$ cat src/rtl/apb_ucpd_reg.sv
// apb_ucpd_reg -- UCPD register file, event flags, TX byte buffer and RX path.
//
// Sits behind the APB BIU and consumes its decoded strobes. Read data on
// iprdata is combinational; the BIU registers it onto prdata.
//
// Ports:
//   pclk, preset                 clock, synchronous active-high reset
//   wr_en, rd_en, byte_en,
//   reg_addr, ipwdata, iprdata   decoded register access from the BIU
//   ucpd_en, tx_send, tx_paysz   control toward the PD core
//   tx_data, tx_valid, tx_ready  TX byte buffer handshake
//   tx_msg_sent/abt/disc         TX event pulses
//   rx_data, rx_valid            RX byte push (no backpressure)
//   rx_ord_det, rx_msg_end       RX event pulses
//   ucpd_irq                     registered |(SR & IMR)
//
// Build option: define UCPD_RX_FIFO_EN for an RX_FIFO_DEPTH-entry RX FIFO;
// otherwise the RX path is a single holding register (depth-1 FIFO).

module apb_ucpd_reg #(
    parameter int RX_FIFO_DEPTH = 4
) (
    input  logic        pclk,
    input  logic        preset,
    input  logic        wr_en,
    input  logic        rd_en,
    input  logic [3:0]  byte_en,
    input  logic [5:0]  reg_addr,
    input  logic [31:0] ipwdata,
    output logic [31:0] iprdata,
    output logic        ucpd_en,
    output logic        tx_send,
    output logic [9:0]  tx_paysz,
    output logic [7:0]  tx_data,
    output logic        tx_valid,
    input  logic        tx_ready,
    input  logic        tx_msg_sent,
    input  logic        tx_msg_abt,
    input  logic        tx_msg_disc,
    input  logic [7:0]  rx_data,
    input  logic        rx_valid,
    input  logic        rx_ord_det,
    input  logic        rx_msg_end,
    output logic        ucpd_irq
);

    logic       cfg_q, cfg_d;
    logic [7:0] imr_q;
    logic [9:0] paysz_q;
    logic [7:0] sticky_q, sticky_d;
    logic [7:0] txd_q;
    logic       txv_q, txsend_q, irq_q;
    logic [7:0] sr, clr, hw_set;
    logic       flush, wr_cr, wr_icr, wr_txdr, tx_hs, tx_load;
    logic       push_req, push, pop, ovr_set, rx_empty, rx_full;
    logic [7:0] rx_head;
    logic       unused_bits;

    assign unused_bits = ^{ipwdata[31:16], byte_en[3:2]};

    assign cfg_d   = (wr_en && reg_addr == 6'd0 && byte_en[0]) ? ipwdata[0] : cfg_q;
    // Falling edge of UCPDEN flushes data paths and sticky flags on the same edge.
    assign flush   = cfg_q & ~cfg_d;
    assign wr_cr   = wr_en && reg_addr == 6'd1 && byte_en[0] && ipwdata[0] && cfg_q;
    assign wr_icr  = wr_en && reg_addr == 6'd4 && byte_en[0];
    assign wr_txdr = wr_en && reg_addr == 6'd6 && byte_en[0];

    assign tx_hs   = txv_q & tx_ready;
    // A write is accepted if the buffer is empty or draining this cycle.
    assign tx_load = wr_txdr & (~txv_q | tx_hs);

    assign pop      = rd_en && reg_addr == 6'd7 && !rx_empty;
    assign push_req = rx_valid & cfg_q;
    // A pop on the same edge frees the slot, so a full FIFO can still accept.
    assign push     = push_req & (~rx_full | pop);
    assign ovr_set  = push_req & rx_full & ~pop;

    // ICR only touches sticky bits; hardware set takes priority over clear.
    assign clr    = wr_icr ? (ipwdata[7:0] & 8'hEE) : 8'h00;
    assign hw_set = {ovr_set, rx_msg_end & cfg_q, rx_ord_det & cfg_q, 1'b0,
                     tx_msg_abt & cfg_q, tx_msg_sent & cfg_q, tx_msg_disc & cfg_q, 1'b0};
    assign sticky_d = flush ? 8'h00 : (((sticky_q & ~clr) | hw_set) & 8'hEE);

    assign sr = sticky_q | {3'b000, ~rx_empty, 3'b000, cfg_q & ~txv_q};

`ifdef UCPD_RX_FIFO_EN
    localparam int AW = $clog2(RX_FIFO_DEPTH);
    logic [AW-1:0] wptr_q, rptr_q;
    logic [AW:0]   cnt_q;
    logic [7:0]    mem_q [RX_FIFO_DEPTH];

    assign rx_empty = (cnt_q == '0);
    assign rx_full  = (cnt_q == (AW+1)'(RX_FIFO_DEPTH));
    assign rx_head  = mem_q[rptr_q];

    always_ff @(posedge pclk) begin
        if (preset || flush) begin
            wptr_q <= '0;
            rptr_q <= '0;
            cnt_q  <= '0;
        end else begin
            if (push) wptr_q <= wptr_q + 1'b1;
            if (pop)  rptr_q <= rptr_q + 1'b1;
            if (push && !pop)      cnt_q <= cnt_q + 1'b1;
            else if (pop && !push) cnt_q <= cnt_q - 1'b1;
        end
    end

    // Storage needs no reset: it is only read while the FIFO is non-empty.
    always_ff @(posedge pclk) begin
        if (push && !flush) mem_q[wptr_q] <= rx_data;
    end
`else
    logic       hold_full_q;
    logic [7:0] hold_q;
    logic       depth_unused;

    assign depth_unused = (RX_FIFO_DEPTH != 0);
    assign rx_empty = ~hold_full_q;
    assign rx_full  = hold_full_q;
    assign rx_head  = hold_q;

    always_ff @(posedge pclk) begin
        if (preset || flush) begin
            hold_full_q <= 1'b0;
            hold_q      <= 8'h00;
        end else if (push) begin
            hold_full_q <= 1'b1;
            hold_q      <= rx_data;
        end else if (pop) begin
            hold_full_q <= 1'b0;
        end
    end
`endif

    always_ff @(posedge pclk) begin
        if (preset) begin
            cfg_q    <= 1'b0;
            imr_q    <= 8'h00;
            paysz_q  <= 10'h000;
            sticky_q <= 8'h00;
            txd_q    <= 8'h00;
            txv_q    <= 1'b0;
            txsend_q <= 1'b0;
            irq_q    <= 1'b0;
        end else begin
            cfg_q    <= cfg_d;
            sticky_q <= sticky_d;
            txsend_q <= wr_cr;
            irq_q    <= |(sr & imr_q);
            if (wr_en && reg_addr == 6'd2 && byte_en[0]) imr_q <= ipwdata[7:0];
            if (wr_en && reg_addr == 6'd5) begin
                if (byte_en[0]) paysz_q[7:0] <= ipwdata[7:0];
                if (byte_en[1]) paysz_q[9:8] <= ipwdata[9:8];
            end
            if (flush) begin
                txv_q <= 1'b0;
            end else if (tx_load) begin
                txv_q <= 1'b1;
                txd_q <= ipwdata[7:0];
            end else if (tx_hs) begin
                txv_q <= 1'b0;
            end
        end
    end

    always_comb begin
        iprdata = 32'h0;
        case (reg_addr)
            6'd0: iprdata = {31'h0, cfg_q};
            6'd2: iprdata = {24'h0, imr_q};
            6'd3: iprdata = {24'h0, sr};
            6'd5: iprdata = {22'h0, paysz_q};
            6'd7: iprdata = rx_empty ? 32'h0 : {24'h0, rx_head};
            default: iprdata = 32'h0;
        endcase
    end

    assign ucpd_en  = cfg_q;
    assign tx_send  = txsend_q;
    assign tx_paysz = paysz_q;
    assign tx_data  = txd_q;
    assign tx_valid = txv_q;
    assign ucpd_irq = irq_q;

endmodule

$ cat config.mk
export PLATFORM = sky130hd
export DESIGN_NAME = apb_ucpd_reg
export DESIGN_NICKNAME = d
export VERILOG_FILES = /design/src/rtl/apb_ucpd_reg.sv
export SDC_FILE = /design/constraint.sdc
export NUM_CORES = 1
export LEC_CHECK = 0
export ABC_AREA = 1
export CAP_MARGIN = 20
export CORE_MARGIN = 1
export CORE_UTILIZATION = 43
export CTS_BUF_LIST = sky130_fd_sc_hd__clkbuf_4 sky130_fd_sc_hd__clkbuf_8 sky130_fd_sc_hd__clkbuf_16
export DETAILED_ROUTE_END_ITERATION = 8
export GPL_TIMING_DRIVEN = 1
export PLACE_DENSITY = 0.86
export SETUP_SLACK_MARGIN = 0.3
export SYNTH_ARGS = -nofsm -noshare
export SYNTH_HDL_FRONTEND = slang
export SYNTH_SLANG_ARGS = --single-unit
$ cat constraint.sdc
create_clock -name pclk -period 4.3 [get_ports pclk]
set_clock_uncertainty 0.2 [all_clocks]
set_input_delay 0.86 -clock pclk [delete_from_list [all_inputs] [get_ports pclk]]
set_output_delay 0.86 -clock pclk [all_outputs]
set_load 0.1 [all_outputs]
==> results.md <==
- Status: complete, no violations
- Critical path depth: 7
- Drt wl/cell: about 13 um
- Root Buffer: clkbuf_8
- Initial DRC count: between 100 and 150
- Clk slew on worst S/H paths: 80 ps
- Slowest cell on crit path: nor2_1
- R2r worst-path depth: 7
- Hold Buf Count CTS: 0
- Reg2Reg Setup Slack: roughly 2500 ps
- Max Slew Vio Count: 0
- Slew HR: 33.7%
- Highest-count cells in the layout ignoring fill and taps: 71 x nand2_1, 58 x clkdlybuf4s50_1, 45 x dfxtp_1, 35 x nor2_1, 35 x a21oi_1
- Synth top area share: about two fifths
- Finished Cell Area: 3000 sq um
- Worst EP arrival: between 2000 and 3000 ps
- Initial DRT Pass Iterations: 4
- Die area: approximately 5400 sq um
- Clock Power Share: a little under a third
- Worst reg2reg path endpoint: tx_data[7]
- Placed inst area: between 2000 and 3000 sq um
- Syn. warnings: 0
- Fmax: approximately 260 MHz
- Post-layout net count: 433
- Vias: between 2,000 and 2,500
- GRT Residual Overflow: 0
- # diodes: 0
- R2r startpoint: tx_valid
- Synth area leaders: dfxtp_1 41%, nand2_1 12%, a21oi_1 7.9%
- Internal: 0.000572 W
- Area occupied by multi-input gates: around 1100 sq um
- Core area: 4850 sq um
- Post-synthesis sequential area ratio: between 40% and 50%
- Synth Instances: 306
- CTS resizes: 0
- Cells along the critical path: clkdlybuf4s50_1, nor2_4, nand3_1, nor2_1, a22oi_1, nand3_1, buf_12
- Crit path buf inv count: 2
- Comb power frac: between 15 and 20%
- #FFs+latches synth: 45
- Switching part of the total power: between 30% and 40%
- Commonest non-fill, non-tap cell in the layout: nand2_1
- VDD IR max: between 0.2 and 0.25 mV
- Critical path class: in2out
- Max-cap violations: 0
- Area leader, netlist: dfxtp_1
- Effective utilization at floorplan: a little under half
- Die W: between 70 and 80 um
- Post-synthesis cell type count: 27
- I/O Pins: 115
- Final Setup Violations: 0
- CP Capture Type: output port
- Site Rows: 25
- Mapped cell area: about 2200 sq um
- Setup Buffers After CTS: 0
- Post-synthesis average cell area: between 7 and 8 sq um
- Port Buffer Count: 68
- Crit path largest cell delay: ~470 ps
- CP top delay family: simple AND/OR/NAND/NOR gates
- Final HPWL DP: approximately 4200 um
- Fin Setup TNS: 0 ps
- Final GP Congestion: roughly 0.8
- CP Launch Point: reg_addr[5]
- Drt drc: 0
- P_leak: 1.16 nW
- HP Start: tx_data[3]
- Cell Pwr Density: 277 nW/um^2
- CTS Sinks: 45
- Measured slew at the worst slew-check pin: approximately 990 ps
- Final ANT Viol Nets: 0
- Die Height: about 74 um
- Fillers: 431
- Via density per instance: around 5
- Share of cells above drive strength 1: 8.04%
- Final Cycle Share: 88.8%
- Final hold vios: 0
- Most used cell, CP: nand3_1
- First-pass GRT wire length: 9010 um
- H-tree Lvls: 2
- Number of global-route vias before repair: ~2,000
- CTS buffer count: 5
- Startpoint Class: input port
- Unrepaired setup endpoints after global routing: no
- Hold Crit Class: reg2reg
- CTS tree: done
- Clock Path Buffers: 2
- Sequential cell area: between 900 and 1000 sq um
- Net switching power: ~0.00026 W
- Area grow syn2layout: 35.4%
- Initial antenna violation count: 0
- Worst EP required: about 3200 ps
- Worst Setup EP: iprdata[6]
- Clk Latency, worst-skew pair: roughly 300 ps
- GRT Overall Usage: approximately 22%
- Routed WL: 5730 um
- Worst hold slack: between 200 and 300 ps
- Critical Path Fanout Max: 8
- Pin count of the biggest net entering global routing: 21
- Flop pwr share: 50.3%
- Crit path time final: approximately 3800 ps
## synth_stat cells
cell type,instances
nand2_2,3
buf_8,1
o21ai_0,16
nand4_1,6
buf_2,1
nand2_1,71
inv_4,1
nor3_2,1
inv_1,22
nor2_8,2
dfxtp_1,45
nand3_4,1
a22oi_1,5
nand3_1,22
nor4_1,1
a211oi_1,1
o21ai_1,1
conb_1,1
nor2_1,35
buf_4,23
a22o_1,1
clkbuf_1,4
nor2_4,2
buf_6,1
clkinv_1,2
a21oi_1,35
nand2_4,2
## tightest hold or removal path: stages, from the launching register on
cell and delay (ps):
dfxtp_1 310, nand2_1 60, a21oi_1 50
## how the worst min path moves through the flow
stage | endpoint | slack [ps] | cells past startpoint
after detailed placement | hold_q[5] | 260 | 2
final | tx_data[3] | 270 | 2
after global placement | hold_q[2] | 250 | 2
after global routing | hold_q[6] | 280 | 2
after floorplan | hold_q[6] | 240 | 2
after CTS | hold_q[5] | 270 | 2
## per-stage QoR
| stage | power, W | instances | util, % | setup WS, ps |
|---|---|---|---|---|
| 2_1_floorplan | 0.000554 | 327 | - | 619 |
| 3_3_place_gp | 0.000581 | 432 | 60.2 | 603 |
| 3_5_place_dp | 0.000582 | 432 | 60.2 | 590 |
| 4_1_cts | 0.000837 | 440 | 61.9 | 535 |
| 5_1_grt | 0.000866 | 440 | 61.9 | 359 |
| 6_report | 0.000831 | 440 | 61.9 | 481 |
## layout make-up
| type | instances | area share [%] |
|---|---|---|
| multi-input cells | 227 | 36.0 |
| flip-flops and latches | 45 | 30.0 |
| repair buffers | 68 | 25.2 |
| inverters | 25 | 3.21 |
| well taps | 67 | 2.79 |
| clock buffers | 6 | 2.54 |
| clock inverters | 2 | 0.333 |
## layer usage
metal,part of all wire [%],global-route usage (%)
met4,1.5,9.19
met1,42,27.3
met5,0,0
met3,7.1,5.62
met2,49,37.1
## power by group through the flow
| stage | Combinational [W] | Clock (W) | Sequential (W) |
|---|---|---|---|
| floorplan | 0.000122 | 0 | 0.000432 |
| global placement | 0.000152 | 0 | 0.000428 |
| detailed placement | 0.000153 | 0 | 0.000428 |
| CTS | 0.000154 | 0.000265 | 0.000418 |
| global route | 0.000161 | 0.000286 | 0.000419 |
| finish | 0.000154 | 0.000259 | 0.000418 |
## flip-flops by register name (all words and copies together) (netlist names)
signal,count
imr_q,8
sticky_q,6
tx_paysz,10
tx_valid,1
ucpd_en,1
tx_send,1
hold_q,8
tx_data,8
ucpd_irq,1
hold_full_q,1
## cell families after synthesis
family	Yosys count	share of synthesized area, %
simple gates	146	30.8
compound gates	59	14.2
buf+inv	55	14.2
flops	45	40.6
other cells	1	0.169
No activity file was read; power rests on OpenSTA's default activity.
